===== src/rtl/param_regfile.sv =====
// Parameterised multi-ported register file with byte-enable writes, an optional
// hardwired zero register, optional write-to-read bypass and a sequential clear
// sweep that walks every register once while Busy is high.
module param_regfile #(
  parameter int unsigned WIDTH    = 32,
  parameter int unsigned DEPTH    = 32,
  parameter int unsigned ADDRW    = 5,
  parameter int unsigned ZERO_REG = 1,
  parameter int unsigned BYPASS   = 0
) (
  input  logic               Clk,
  input  logic               Reset_n,
  input  logic [WIDTH-1:0]   WriteData,
  input  logic [ADDRW-1:0]   WriteRegister,
  input  logic               RegWrite,
  input  logic [WIDTH/8-1:0] ByteEn,
  input  logic [ADDRW-1:0]   ReadRegister1,
  input  logic [ADDRW-1:0]   ReadRegister2,
  input  logic               Clear,
  output logic [WIDTH-1:0]   ReadData1,
  output logic [WIDTH-1:0]   ReadData2,
  output logic               Busy
);

  localparam int unsigned      NBYTES   = WIDTH / 8;
  localparam logic [ADDRW:0]   DEPTH_W  = (ADDRW+1)'(DEPTH);
  localparam logic [ADDRW-1:0] LAST_IDX = ADDRW'(DEPTH - 1);

  typedef enum logic {
    ST_IDLE  = 1'b0,
    ST_SWEEP = 1'b1
  } state_t;

  state_t           r_state;
  state_t           w_state_nxt;
  logic [ADDRW-1:0] r_index;
  logic [WIDTH-1:0] r_mem [DEPTH];

  logic             w_busy;
  logic             w_last;
  logic             w_wr_en;
  logic [WIDTH-1:0] w_wr_old;
  logic [WIDTH-1:0] w_merged;
  logic             w_rd1_valid;
  logic             w_rd2_valid;

  // Address lies inside the implemented register range
  function automatic logic in_range(input logic [ADDRW-1:0] a);
    return ({1'b0, a} < DEPTH_W);
  endfunction

  // Address hits the hardwired zero register
  function automatic logic is_zero_reg(input logic [ADDRW-1:0] a);
    return (ZERO_REG != 0) && (a == '0);
  endfunction

  // Clear FSM state register
  always_ff @(posedge Clk) begin
    if (!Reset_n) r_state <= ST_IDLE;
    else          r_state <= w_state_nxt;
  end

  // Clear FSM next-state: Clear is only honoured from IDLE
  always_comb begin
    w_state_nxt = r_state;
    case (r_state)
      ST_IDLE:  if (Clear)  w_state_nxt = ST_SWEEP;
      ST_SWEEP: if (w_last) w_state_nxt = ST_IDLE;
      default:              w_state_nxt = ST_IDLE;
    endcase
  end

  // Clear FSM outputs
  always_comb begin
    w_busy = (r_state == ST_SWEEP);
    w_last = w_busy && (r_index == LAST_IDX);
  end

  assign Busy = w_busy;

  // Sweep index: loads zero on entry, advances once per sweep cycle
  always_ff @(posedge Clk) begin
    if (!Reset_n)                         r_index <= '0;
    else if (w_busy)                      r_index <= w_last ? '0 : r_index + ADDRW'(1);
    else if (Clear)                       r_index <= '0;
  end

  // Write qualification: no writes while sweeping, out of range, or to the zero register
  always_comb begin
    w_wr_en = RegWrite && !w_busy && in_range(WriteRegister) && !is_zero_reg(WriteRegister);
  end

  // Current contents of the write target, used for byte merging
  always_comb begin
    w_wr_old = '0;
    if (in_range(WriteRegister)) w_wr_old = r_mem[WriteRegister];
  end

  // Byte-merged post-write value of the write target
  always_comb begin
    w_merged = w_wr_old;
    for (int unsigned i = 0; i < NBYTES; i++) begin
      if (ByteEn[i]) w_merged[8*i +: 8] = WriteData[8*i +: 8];
    end
  end

  // Register storage: reset, sweep clearing, then qualified writes
  always_ff @(posedge Clk) begin
    if (!Reset_n) begin
      for (int i = 0; i < int'(DEPTH); i++) r_mem[i] <= '0;
    end else if (w_busy) begin
      r_mem[r_index] <= '0;
    end else if (w_wr_en) begin
      r_mem[WriteRegister] <= w_merged;
    end
  end

  // Read address validity, shared by both ports
  always_comb begin
    w_rd1_valid = in_range(ReadRegister1) && !is_zero_reg(ReadRegister1);
    w_rd2_valid = in_range(ReadRegister2) && !is_zero_reg(ReadRegister2);
  end

  // Read port 1, with optional bypass of the in-flight write
  always_comb begin
    ReadData1 = '0;
    if (w_rd1_valid) begin
      if ((BYPASS != 0) && w_wr_en && (ReadRegister1 == WriteRegister)) ReadData1 = w_merged;
      else                                                             ReadData1 = r_mem[ReadRegister1];
    end
  end

  // Read port 2, with optional bypass of the in-flight write
  always_comb begin
    ReadData2 = '0;
    if (w_rd2_valid) begin
      if ((BYPASS != 0) && w_wr_en && (ReadRegister2 == WriteRegister)) ReadData2 = w_merged;
      else                                                             ReadData2 = r_mem[ReadRegister2];
    end
  end

endmodule


===== config.mk =====
export PLATFORM = sky130hd
export DESIGN_NAME = param_regfile
export DESIGN_NICKNAME = d
export VERILOG_FILES = /design/src/rtl/param_regfile.sv
export SDC_FILE = /design/constraint.sdc
export NUM_CORES = 2
export LEC_CHECK = 0
export BUFFER_PORTS_ARGS = -buffer_cell sky130_fd_sc_hd__buf_2
export CORE_MARGIN = 2
export CORE_UTILIZATION = 40
export CTS_CLUSTER_SIZE = 16
export DETAILED_ROUTE_END_ITERATION = 10
export GPL_TIMING_DRIVEN = 0
export SLEW_MARGIN = 25
export SYNTH_ARGS = -nofsm -noshare
export SYNTH_HDL_FRONTEND = slang
export SYNTH_SLANG_ARGS = --single-unit

===== constraint.sdc =====
create_clock -name Clk -period 3.7 [get_ports Clk]
set_input_delay 0 -clock Clk [delete_from_list [all_inputs] [get_ports Clk]]
set_output_delay 0 -clock Clk [all_outputs]
set_load 0.01 [all_outputs]

==> results <==
- Buffers placed on the I/O ports in this run total 113.
- After synthesis, the largest family of logic cells by area is multiplexers.
- The combined buffer and inverter count along the critical path is 5.
- The clock passes through at most 3 buffers.
- The final number of max-transition violations is 0.
- Detailed routing placed a total of 108100 um of wire on met2.
- The floorplan core area is 136000 um2.
- The startpoint type of the worst setup path is a primary input.
- Global routing consumed, over all layers together, 37.10% of the routing resources.
- The power per cell area is 445.3 nW/um2.
- Internal power comes to 21.01 mW.
- The via count normalized by instance count is 6.957.
- The final net count is 4553.
- Of the total synthesized cell area, the portion taken by XOR and XNOR cells is 0%.
- The count of flip-flops with a built-in enable after synthesis is 1024.
- After clock tree synthesis, the clock-pin slew on the worst setup and hold paths is 0.06 ns.
- The required time at the endpoint of the critical path is 3.70 ns.
- The summed negative setup slack over all endpoints is -1.941 ns.
- The share of the cycle needed by the critical path after routing is 106.0%.
- Setup repair after global routing left no endpoint under its margin.
- The average instance in the mapped netlist occupies 13.64 um2.
- The via count of the first global-routing pass is 42650.
- The routed length on met3 is 41840 um.
- The distinct cell type count after synthesis is 62.
- The cell count after synthesis is 4028.
- The worst max-slew margin expressed relative to the limit is 14.32%.
- At the pin with the least slew margin, the transition time is 1.285 ns.
- Summing the sequential cell areas from Yosys gives 56.19% of the chip area.
- The class of the most critical hold timing path is primary input to register.
- The part of the total power dissipated in the clock network is 38.8%.
- The largest driver fanout on the critical path is 10.
- The mapped cell area is 54940 um2.
- In this design, the critical path's most frequently occurring cell is clkbuf_2.
- Sequential cells account for 46.4% of the total power.
- Summing the areas of all fa, ha and maj instances in the mapped netlist gives 0.04555% of the synthesized area.
- The routed length per placed instance is 41.52 um.
- Across all layers, the routed design uses 44350 vias.
- Summed over all nets, the switching power comes to 8.027 mW.
- On the critical path the largest part of the delay comes from buffers and inverters.
- The highest metal layer with signal wires is met5.
- The run finished, with violations left.
- The leakage power summed over all cells is 22.14 nW.
- The post-route clock skew is 0.02304 ns.
- The count of yosys warnings during synthesis is 0.
- Clock tree synthesis selected as its root buffer the cell clkbuf_16.
- The initial utilization of the core area, before any placement, comes to 40.40%.
- The kind of capture point of the worst setup path is a primary output.
- TritonCTS built the clock tree.
- The synthesized design contains 1030 register bits.
- The CTS buffer count is 112.
- Subtracting the final worst setup slack from the clock period gives 3.921 ns.
- The share of the synthesized area in compound gates (AO/OA/AOI/OAI) is 7.170%.
- The share of final-layout standard cells stronger than drive strength 1 is 31.45%.
- The pin count of the biggest net entering global routing is 15.
- The total wire length after detailed routing is 264700 um.
- The top-level I/O count is 120.
- The checks that failed: negative setup slack.
- Once detail routing completed, the nets flagged for antenna violations numbered 0.
- In this run switching power makes up 27.64% of total power.
- The routed length on met1 is 90610 um.
- The vertical die dimension is 374.6 um.
- The standard-cell row count is 135.
- The count of unresolved DRC violations after routing is 0.
- The number of sinks driven by the clock tree is 1030.
- The initial antenna violation count is 12.
- The post-route worst setup slack is -0.2211 ns.
- The fmax is 255.0 MHz.
- Clock latency on the worst-skew pair, taken at its later pin, is 0.75 ns.
- The overflow left after global routing is 0.
- Setup violations remaining at the end of the flow were counted as 35.
- For this run, the detailed router's first-pass iteration total came to 6.
- Leaving out fill and tap cells, the most frequent cell in the layout is edfxtp_1.
- The wire-length estimate of the detail-placed layout is 193400 um.
- Max-cap violations in this run came to 0.
- The final RePlAce weighted congestion is 1.030.
- The critical path goes through clkbuf_2, clkbuf_2, or2_2, buf_1, clkbuf_1, o22ai_1, nor4_1, buf_2.
- The horizontal extent of the die is 374.6 um.
- The setup path with the least slack is of type primary input to primary output.
- The proportion of power drawn by combinational gates is 14.8%.
- The number of DRC markers in iteration 0 is 8417.
- The slowest stage of the critical path is the nor4_1 cell.
- Relative to the synthesized area, the layout overhead comes to 18.71%.
- The portion of synthesized area spent on multiplexers is 21.85%.
- The count of final hold-check violations is 0.
- The wire length of the first global-routing pass is 353500 um.
- The post-route worst hold slack is 0.2204 ns.
- The post-synthesis async set-or-reset flop share is 0%.
- The biggest cell delay along the critical path is 0.76 ns.
- The most frequently used flop master after synthesis is edfxtp_1.
- The peak supply drop is 0.0004363 V.
- Data arrives at the worst endpoint at 3.92 ns.
- The clock tree synthesis step divided the H-tree into 3 levels.
- The top cell types in the final layout, fill and taps aside, are edfxtp_1 (1024), nor2_1 (787), mux4_2 (427).
- Of the total synthesized cell area, the portion taken by AND, OR, NAND and NOR gates is 11.66%.
- The overall die area is 140300 um2.
routing by layer:
metal / up-vias / GRT usage [%]
li1: 16750 / -
met5: - / 0.9605
met2: 4372 / 51.52
met4: 18 / 27.83
met1: 22230 / 46.90
met3: 987 / 13.96
final cells by class:
class,count,area (um2)
Clock inverter,66,568.0
Clock buffer,143,2983
Fill cell,11880,70760
Timing Repair Buffer,325,2312
Buffer,362,1795
Inverter,34,127.6
Antenna cell,3,7.507
Sequential cell,1030,30870
Tap cell,1781,2228
Multi-Input combinational cell,2631,24320
cell usage after synthesis, drive strengths merged (10+ instances only):
library cell | number | share of area, %
nand2b | 10 | 0.11
a211oi | 96 | 1.3
and2 | 137 | 1.6
inv | 34 | 0.23
o221ai | 24 | 0.38
a22oi | 25 | 0.34
clkbuf | 208 | 1.4
nor3 | 192 | 1.7
edfxtp | 1024 | 56
mux2 | 114 | 2.3
o21ai | 69 | 0.63
nand2 | 119 | 0.81
o22ai | 88 | 1.0
o31ai | 58 | 0.79
buf | 156 | 1.4
a21oi | 34 | 0.35
nor2b | 100 | 1.1
mux4 | 427 | 18
nor4 | 35 | 0.40
a2111oi | 20 | 0.61
a22o | 11 | 0.18
a21o | 11 | 0.15
mux2i | 110 | 2.0
o41ai | 55 | 0.88
nor2 | 790 | 5.4
a221oi | 11 | 0.18
registers in the layout, indices dropped and copies added, names as in the netlist:
| signal | flops |
|---|---|
| r_mem | 1024 |
| r_index | 5 |
| Busy | 1 |
worst paths after layout:
path                            from                          end  slack (ns)  cells past startpoint
max                 ReadRegister2[2]                ReadData2[29]       -0.22                      8
min reg2reg  r_index[3]$_SDFFE_PN0P_      r_index[3]$_SDFFE_PN0P_        0.63                      2
max reg2reg          Busy$_SDFF_PN0_   r_mem[12][6]$_SDFFCE_PN0P_       -0.05                      9
min                 WriteRegister[4]  r_mem[28][31]$_SDFFCE_PN0P_        0.22                      4
power groups by stage:
stage                     logic [mW]  registers, mW  clock network, mW
after CTS                       4.06           13.5               11.2
after global routing            4.28           13.5               11.6
after detailed placement        3.94           13.7                  0
after global placement          3.66           13.7                  0
after floorplan                 2.00           13.6                  0
final                           4.29           13.5               11.3
cell families after synthesis:
logic type               count (synthesis)
AND/OR/NAND/NOR                       1420
other                                    1
adder cells (fa/ha/maj)                  2
AO/OA/AOI/OAI                          526
multiplexers                           651
flip-flops                            1030
buffers and inverters                  398
timing repair:
action	4_1_cts	5_1_grt
hold buffers	35	0
cloned	0	0
hold endpoints to repair	843	0
pin swaps	7	7
setup endpoints to repair	647	767
setup buffers	10	10
gates resized for setup	96	57
worst min-delay path: cells and delay by family:
family / cells / cell delay, ns
compound gates: 1 / 0.32
buf+inv: 1 / 0.15
simple gates: 2 / 0.33
stage by stage:
step	total power [mW]	instance area, um2	setup WS, ns	utilization [%]	std cells
2_1_floorplan	15.60	55050	0.4314	-	4059
3_3_place_gp	17.38	57850	-2.281	42.54	5953
3_5_place_dp	17.65	60420	-1.130	44.43	6110
4_1_cts	28.69	64870	-0.02061	47.70	6363
5_1_grt	29.38	65210	0.005283	47.96	6372
6_report	29.04	65220	-0.2211	47.96	6375
Power figures use the tool's default switching activity.
